==> src/rtl/burst_slave.sv <==
// Purpose : byte-wide memory responder for the simplified AXI-style burst bus (read + write channels).
// Latency : first read beat valid the cycle after the AR handshake; write response the cycle after WLAST.
// Backpressure: RREADY low holds the current read beat; BREADY low holds the write response.
//
// Ports:
//   clk, rst                              clock, asynchronous active-low reset
//   ARVALID/ARREADY/ARADDR/ARLEN/ARID     read address channel
//   RVALID/RREADY/RDATA/RRESP/RLAST/RID   read data channel (RRESP=1 marks an out-of-range beat)
//   AWVALID/AWREADY/AWADDR/AWID           write address channel
//   WVALID/WREADY/WDATA/WLAST             write data channel (WLAST alone ends a burst)
//   BVALID/BREADY/BRESP                   write response, BRESP = {AWID, err}
module burst_slave #(
  parameter int MEM_WORDS = 256
) (
  input  logic       clk,
  input  logic       rst,
  input  logic       ARVALID,
  input  logic [7:0] ARADDR,
  input  logic [3:0] ARLEN,
  input  logic [3:0] ARID,
  output logic       ARREADY,
  output logic       RVALID,
  input  logic       RREADY,
  output logic [7:0] RDATA,
  output logic       RRESP,
  output logic       RLAST,
  output logic [3:0] RID,
  input  logic       AWVALID,
  input  logic [7:0] AWADDR,
  input  logic [3:0] AWID,
  output logic       AWREADY,
  input  logic       WVALID,
  input  logic [7:0] WDATA,
  input  logic       WLAST,
  output logic       WREADY,
  output logic       BVALID,
  input  logic       BREADY,
  output logic [4:0] BRESP
);

  typedef enum logic {R_IDLE, R_DATA} r_state_t;
  typedef enum logic [1:0] {W_IDLE, W_DATA, W_RESP} w_state_t;

  // Full 8-bit address space is declared; entries at or above MEM_WORDS are
  // never written or read, so only the implemented bytes carry real storage.
  logic [7:0] mem [256];

  r_state_t   r_state;
  logic [7:0] r_addr;
  logic [3:0] r_len;
  logic [3:0] r_id;
  logic [3:0] r_cnt;
  logic [7:0] rdata_q;
  logic       rresp_q;

  w_state_t   w_state;
  logic [7:0] w_addr;
  logic [3:0] w_id;
  logic       w_err;

  logic [7:0] rd_addr;
  logic       rd_ok;
  logic [7:0] rd_val;
  logic       wr_ok;
  logic       w_beat;

  function automatic logic in_range(input logic [7:0] a);
    return {1'b0, a} < 9'(MEM_WORDS);
  endfunction

  // Single read port: in idle it looks up the incoming start address, during
  // a burst it looks up the address of the beat that follows the current one.
  always_comb begin
    rd_addr = (r_state == R_IDLE) ? ARADDR : r_addr + 8'd1;
    rd_ok   = in_range(rd_addr);
    rd_val  = rd_ok ? mem[rd_addr] : 8'h00;
  end

  assign wr_ok  = in_range(w_addr);
  assign w_beat = (w_state == W_DATA) && WVALID;

  // Non-blocking write: a read of the same address on the same edge sees the old byte.
  always_ff @(posedge clk) begin
    if (w_beat && wr_ok)
      mem[w_addr] <= WDATA;
  end

  // Read FSM
  always_ff @(posedge clk or negedge rst) begin
    if (!rst) begin
      r_state <= R_IDLE;
      r_addr  <= 8'h00;
      r_len   <= 4'h0;
      r_id    <= 4'h0;
      r_cnt   <= 4'h0;
      rdata_q <= 8'h00;
      rresp_q <= 1'b0;
    end else begin
      case (r_state)
        R_IDLE: begin
          if (ARVALID) begin
            r_state <= R_DATA;
            r_addr  <= ARADDR;
            r_len   <= ARLEN;
            r_id    <= ARID;
            r_cnt   <= 4'h0;
            rdata_q <= rd_val;
            rresp_q <= ~rd_ok;
          end
        end
        R_DATA: begin
          if (RREADY) begin
            if (r_cnt == r_len) begin
              r_state <= R_IDLE;
              rdata_q <= 8'h00;
              rresp_q <= 1'b0;
            end else begin
              r_addr  <= rd_addr;
              r_cnt   <= r_cnt + 4'd1;
              rdata_q <= rd_val;
              rresp_q <= ~rd_ok;
            end
          end
        end
        default: r_state <= R_IDLE;
      endcase
    end
  end

  // Write FSM
  always_ff @(posedge clk or negedge rst) begin
    if (!rst) begin
      w_state <= W_IDLE;
      w_addr  <= 8'h00;
      w_id    <= 4'h0;
      w_err   <= 1'b0;
    end else begin
      case (w_state)
        W_IDLE: begin
          if (AWVALID) begin
            w_state <= W_DATA;
            w_addr  <= AWADDR;
            w_id    <= AWID;
            w_err   <= 1'b0;
          end
        end
        W_DATA: begin
          if (WVALID) begin
            w_addr <= w_addr + 8'd1;
            if (!wr_ok)
              w_err <= 1'b1;
            if (WLAST)
              w_state <= W_RESP;
          end
        end
        W_RESP: begin
          if (BREADY)
            w_state <= W_IDLE;
        end
        default: w_state <= W_IDLE;
      endcase
    end
  end

  assign ARREADY = (r_state == R_IDLE);
  assign RVALID  = (r_state == R_DATA);
  assign RDATA   = rdata_q;
  assign RRESP   = rresp_q;
  assign RLAST   = RVALID && (r_cnt == r_len);
  assign RID     = RVALID ? r_id : 4'h0;

  assign AWREADY = (w_state == W_IDLE);
  assign WREADY  = (w_state == W_DATA);
  assign BVALID  = (w_state == W_RESP);
  assign BRESP   = BVALID ? {w_id, w_err} : 5'h00;

endmodule

==> config.mk <==
export PLATFORM = sky130hd
export DESIGN_NAME = burst_slave
export DESIGN_NICKNAME = d
export VERILOG_FILES = /design/src/rtl/burst_slave.sv
export SDC_FILE = /design/constraint.sdc
export NUM_CORES = 2
export LEC_CHECK = 0
export ABC_AREA = 1
export BUFFER_PORTS_ARGS = -buffer_cell sky130_fd_sc_hd__buf_2
export CAP_MARGIN = 15
export CORE_MARGIN = 2
export CORE_UTILIZATION = 25
export CTS_CLUSTER_DIAMETER = 40
export DETAILED_ROUTE_END_ITERATION = 8
export PLACE_DENSITY = 0.36
export SLEW_MARGIN = 5
export SYNTH_ARGS = -nofsm -noshare
export SYNTH_HDL_FRONTEND = slang
export SYNTH_SLANG_ARGS = --single-unit
export TNS_END_PERCENT = 30
==> constraint.sdc <==
create_clock -name clk -period 2.8 [get_ports clk]
set_input_delay 0.14 -clock clk [delete_from_list [all_inputs] [get_ports clk]]
set_output_delay 0.14 -clock clk [all_outputs]
set_load 0.01 [all_outputs]
* Yosys cells after proc, flatten, opt, wreduce, memory -nomap -nowiden
Memories as Yosys holds them, arrays and structs flattened.
Index checks and enable logic that the tools add are counted.
** Operators by class
- Mux-type cells :: 32
- Reduce and logical (&&, ||, !) cells :: 10
- Bitwise gates (word level) :: 1
- Eq/ne operators :: 10
- Add/subtract/negate cells :: 3
** Operators by type and width (count)
- 8-bit two-way mux :: 9
- 8-bit one-hot mux with 2 select lines :: 3
- 8-bit by 1-bit adder with 8-bit output (second input constant) :: 2
- 4-bit two-way mux :: 4
- 2-bit inequality test (second input constant) :: 6
- 2-bit two-way mux :: 4
- 4-bit one-hot mux with 2 select lines :: 1
- 1-bit two-way mux :: 7
- 2-bit one-hot mux with 3 select lines :: 1
- 2-bit AND reduction :: 3
- 3-bit AND reduction :: 2
- 5-bit two-way mux :: 1
- 4-bit by 1-bit adder with 4-bit output (second input constant) :: 1
- 4-bit equality test :: 1
- 1-bit one-hot mux with 2 select lines :: 2
- 4-bit AND reduction :: 1
- 2-bit by 1-bit equality test with 1-bit output (second input constant) :: 1
- 2-bit equality test (second input constant) :: 1
- 1-bit logical AND :: 2
- 2-bit zero test :: 1
- 2-bit by 1-bit inequality test with 1-bit output (second input constant) :: 1
- 2-bit nonzero test :: 1
- 1-bit NOT :: 1
** Word-level totals
- Memories :: 1
- Output and inout bits :: 24
- Bits in registers :: 44
- RAM bits :: 2048
- Logic and storage cells :: 67
- Bits of input ports :: 44
** Memory list
- mem :: words 256, bits a word 8, read ports 1, clocked after memory_dff 0, wr ports 1, line 46 : logic [7:0] mem [256];

* Longest topological paths before layout
An unclocked memory read counts as a cell.
- Depth in word-level cells :: 6
- Depth in mapped cells :: 17
- Mapped depth without buffers :: 14

* Worst setup path after synthesis
No wires, ideal clock.
- Path kind :: reg2reg
- Start point :: register w_state[1]
- End point :: memory mem[191][0] (enable)
- Data arrival time :: 1.969 ns
- Slack :: 0.437 ns
- Library setup time :: 0.395 ns
- Period minus slack after synthesis :: 2.363 ns
- Required time :: 2.405 ns
- Buffers on the path :: 0
- Stages on the path, launching flop included :: 6
- Cell sequence :: dfrtp_1 -> nor2_1 -> clkinv_1 -> nor2_2 -> inv_1 -> nor4_1
** On the way
- Longest elaborated chain between the ends :: 4
** Ends and longest elaborated chain
- start: declaration :: line 56 : w_state_t w_state;
- start signal: assignment :: line 133 : w_state <= W_IDLE;
- start signal: assignment :: line 141 : w_state <= W_DATA;
- start signal: assignment :: line 153 : w_state <= W_RESP;
- 2-bit by 1-bit equality test with 1-bit output :: line 80 : assign w_beat = (w_state == W_DATA) && WVALID;
- 1-bit logical AND :: line 80
- 1-bit two-way mux :: line 84 : if (w_beat && wr_ok)
- 1-bit two-way mux (implied by the code) :: line 85 : mem[w_addr] <= WDATA;
- end: declaration :: line 46
Every way passes these cells.

* Final worst setup path
- Start point :: register r_addr[0]
- End point :: register rdata_q[5], in the netlist RDATA[5]
** On the way
- Longest elaborated chain between the ends :: 6
- Elaborated cells on any way between the ends :: 7
- Those cells by class :: add/sub (1); mux (5); memory (1)
** Ends and longest elaborated chain
- start: declaration :: line 49 : logic [7:0] r_addr;
- start signal: assignment :: line 118 : r_addr <= rd_addr;
- 8-bit by 1-bit adder with 8-bit output (*) :: line 74 : rd_addr = (r_state == R_IDLE) ? ARADDR : r_addr + 8'd1;
- 8-bit two-way mux (*) :: line 74
- memory 256 x 8 bit (*)
- 8-bit two-way mux :: line 113 : if (r_cnt == r_len) begin
- 8-bit two-way mux :: line 112 : if (RREADY) begin
- 8-bit one-hot mux with 2 select lines (*) :: line 99 : case (r_state)
- end signal: assignment :: line 107 : rdata_q <= rd_val;
- end signal: assignment :: line 120 : rdata_q <= rd_val;
- end: declaration :: line 53 : logic [7:0] rdata_q;
Mark *: on every way between the ends. The rest lies on a longest branch, timed or not. The select of a mux whose other input is x is not followed.
A chain may end at the register's enable or synchronous reset.

==> metrics.txt <==
Initial Utilization 25.1%; total CTS buffers 403; most used routing layer met2; crit-path max FO 9; startpoint types register; Routed Antenna Nets 0; Power Density 1310 nW/um2; Avg Inst Size Synth 11.6 um2; Synth Area in Compound Gates 0.495%; global-route wire length before repair between 400 and 500 mm; vias in the first global route 61872; Slew HR 39.5%; drt via density 4.62; Die ar. 350000 um2; Congestion Overflow GR 0; clk_skew 0.0592 ns; met1 GRT Util between 20% and 30%; antenna violations before repair 17; clock latency on the worst-skew pair 0.96 ns; Pwr Total between 150 and 200 mW; Core Area 344000 um2; leak pwr 43.4 nW; share of cells above drive strength 1 22.7%; DR iter-0 viols 5145; most frequent cells in the layout 2053 x nand2_1, 2048 x edfxtp_1, 1832 x nand3_1, 713 x buf_4, 415 x clkbuf_16; final wirelength 329 mm; CTS Buffer Depth 4; met3 global-route usage 2.51%; clock-pin slew on the worst setup and hold paths ~0.050 ns; # setup viols final 4; post-synthesis cell count 7446; Fin. Hold Viols 0; Synth Warn # 0; Synth Area in Adders 0.0869%; Max Freq 0.349 GHz; Post-Synth XOR/XNOR Area 0.122%; # placed instances 12442; critical path arrival 3.68 ns; routed len/inst around 25 um; unrepaired setup endpoints after global routing yes; largest family of logic cells by synthesized area simple AND/OR/NAND/NOR gates; clk sinks 2091; post-synth design cell area roughly 86000 um2; Synth Register Bits 2091; violated checks negative setup slack; root buffer cell clkbuf_16; die height 592 um; H-tree depth 5; Max Slew Vio Count 0; most frequent CP cell nand3_4; fin nets 8523; Site Rows around 220; Syn-to-layout area delta 35.7%; Post-DP HPWL 204 mm; Worst Setup Path Type reg -> reg; drt pass-1 iters 6; cell family with most CP delay simple AND/OR/NAND/NOR gates; DRC 0; via count between 60000 and 70000; GR Layer Usage met2 29.9%; VDD IR max 0.741 mV; Hold Crit Class in -> reg; Total Routing Usage GR 18.3%; Distinct cells, synth 38; Non-Filler Instances approximately 13000; final cycle utilization of the critical path 102%; pin count of the biggest net entering global routing 80; Period minus WS final 2.87 ns; CP bufs+invs 6; post-synthesis sequential area ratio between 70% and 80%; CTS tree yes; Port Buffers 65; setup ws final -0.0670 ns; Max Cap Viol 0; most common cell after layout, fill and taps aside nand2_1; Worst Tran Pin Value ~0.9 ns; num ports 68; post-synthesis mux area share 0%; slowest stage delay, CP 0.42 ns; die outline width 592 um; Critical Path RT 3.61 ns; simple-gate share of the synthesized area between 20% and 30%; CP max stage cell dfrtp_1; final RePlAce weighted congestion between 0.8 and 0.9; crit end category register; crit path cell chain ha_4, inv_4, o21ai_4, buf_12, buf_16, buf_16, buf_4, buf_12, nand3_1, nand3_2, nand3_2, nand3_4, nand3_4, nand3_4, nand3_4, nand2_2, nand2_1; status finished with violations
## worst reg2reg max path, cell delays in order (launching register included)
cell	delay (ns)
dfrtp_1	0.42
ha_4	0.29
inv_4	0.04
o21ai_4	0.13
buf_12	0.15
buf_16	0.17
buf_16	0.22
buf_4	0.17
buf_12	0.11
nand3_1	0.11
nand3_2	0.09
nand3_2	0.14
nand3_4	0.14
nand3_4	0.09
nand3_4	0.12
nand3_4	0.18
nand2_2	0.14
nand2_1	0.05
## stage by stage
| stage | TNS (ns) | setup slack, ns | util [%] | cell area [um2] | hold slack [ns] |
|---|---|---|---|---|---|
| 2_1_floorplan | 0 | 0.437 | - | 86400 | -0.156 |
| 3_3_place_gp | -4.97 | -0.718 | 28.7 | 98500 | 0.0907 |
| 3_5_place_dp | -4.45 | -0.684 | 28.7 | 98500 | 0.0979 |
| 4_1_cts | -0.109 | -0.0241 | 33.8 | 116000 | 0.0434 |
| 5_1_grt | -0.534 | -0.104 | 34.1 | 117000 | 0.0378 |
| 6_report | -0.0988 | -0.0670 | 34.1 | 117000 | 0.0796 |
## layout make-up
type / instances / area [um2]
antenna: 8 / 20.0
clock buffer: 441 / 10300
clock inverter: 312 / 3830
fill: 33995 / 226000
inverter: 285 / 1100
multi-input combinational: 4582 / 21900
sequential: 2091 / 62600
tap: 4557 / 5700
timing repair buffer: 1110 / 11700
## registers in the layout, summed over array words and instances (netlist names)
signal,flops
r_len,4
RDATA,8
r_addr,8
r_cnt,4
RVALID,1
w_addr,8
w_state,2
mem,2048
r_id,4
w_id,4
## cell usage after synthesis
library cell	number	area share, %
inv_1	278	1.2
ha_1	6	0.087
nor3_1	1	0.0058
buf_1	4	0.017
edfxtp_1	2048	71
o211ai_1	23	0.20
nor4_1	1	0.0072
o221ai_1	1	0.010
o22ai_1	3	0.022
conb_1	1	0.0043
or2_1	5	0.036
o21ai_1	6	0.035
nand3_1	2076	12
nand4_1	2	0.014
inv_2	4	0.017
o21ai_0	22	0.13
nand2_4	1	0.013
o31ai_1	1	0.0087
dfrtp_1	43	1.2
a21oi_1	10	0.058
a22oi_1	1	0.0087
nor2_1	314	1.4
nand2_1	2078	9.0
o21a_1	1	0.0087
or2_2	4	0.029
buf_4	56	0.49
clkbuf_1	62	0.27
xor2_1	11	0.11
nor2_2	1	0.0072
a31oi_1	1	0.0072
buf_6	12	0.16
buf_2	357	2.1
nand3b_1	1	0.0087
inv_4	1	0.0072
clkinv_1	2	0.0087
nand2_2	6	0.043
xnor2_1	1	0.010
o21ai_2	1	0.010
## layer usage
layer  part of all wire [%]  up-vias
met1                     45    31286
met5                 0.0082        -
met2                     47     1583
met3                    4.5      466
met4                    3.4        4
li1                       -    28479
## repair_timing
item	in CTS	in global routing
setup buffers	58	15
gates resized for setup	285	140
endpoints found under the hold margin	1521	0
hold buffers	81	0
pin swaps	44	38
cloned	26	8
setup endpoints to repair	19	137
## worst paths after layout
check | startpoint | to | slack, ns | cells past startpoint
setup / recovery | r_addr[0] | RDATA[5] | -0.07 | 17
hold / removal | AWADDR[6] | w_addr[6] | 0.08 | 4
setup reg to reg | r_addr[0] | RDATA[5] | -0.07 | 17
max in group asynchronous | rst | r_cnt[0] | 1.31 | 4
min in group asynchronous | rst | RDATA[4] | 0.42 | 4
hold reg to reg | r_addr[7] | r_addr[7] | 0.53 | 2
## kinds of logic (layout without fill, tap and decap cells)
logic type | count (synthesis) | in the layout
AO/OA/AOI/OAI | 70 | 70
XOR/XNOR | 12 | 12
adder cells (fa/ha/maj) | 6 | 6
buffers and inverters | 776 | 2148
flip-flops | 2091 | 2091
other | 1 | 10
AND/OR/NAND/NOR | 4490 | 4492
## power breakdown
| group | internal [mW] | total [mW] | switching, mW |
|---|---|---|---|
| clock | 32.6 | 50.1 | 17.5 |
| combinational | 26.1 | 68.3 | 42.2 |
| sequential | 34.9 | 35.3 | 0.441 |
Power figures use the tool's default switching activity.
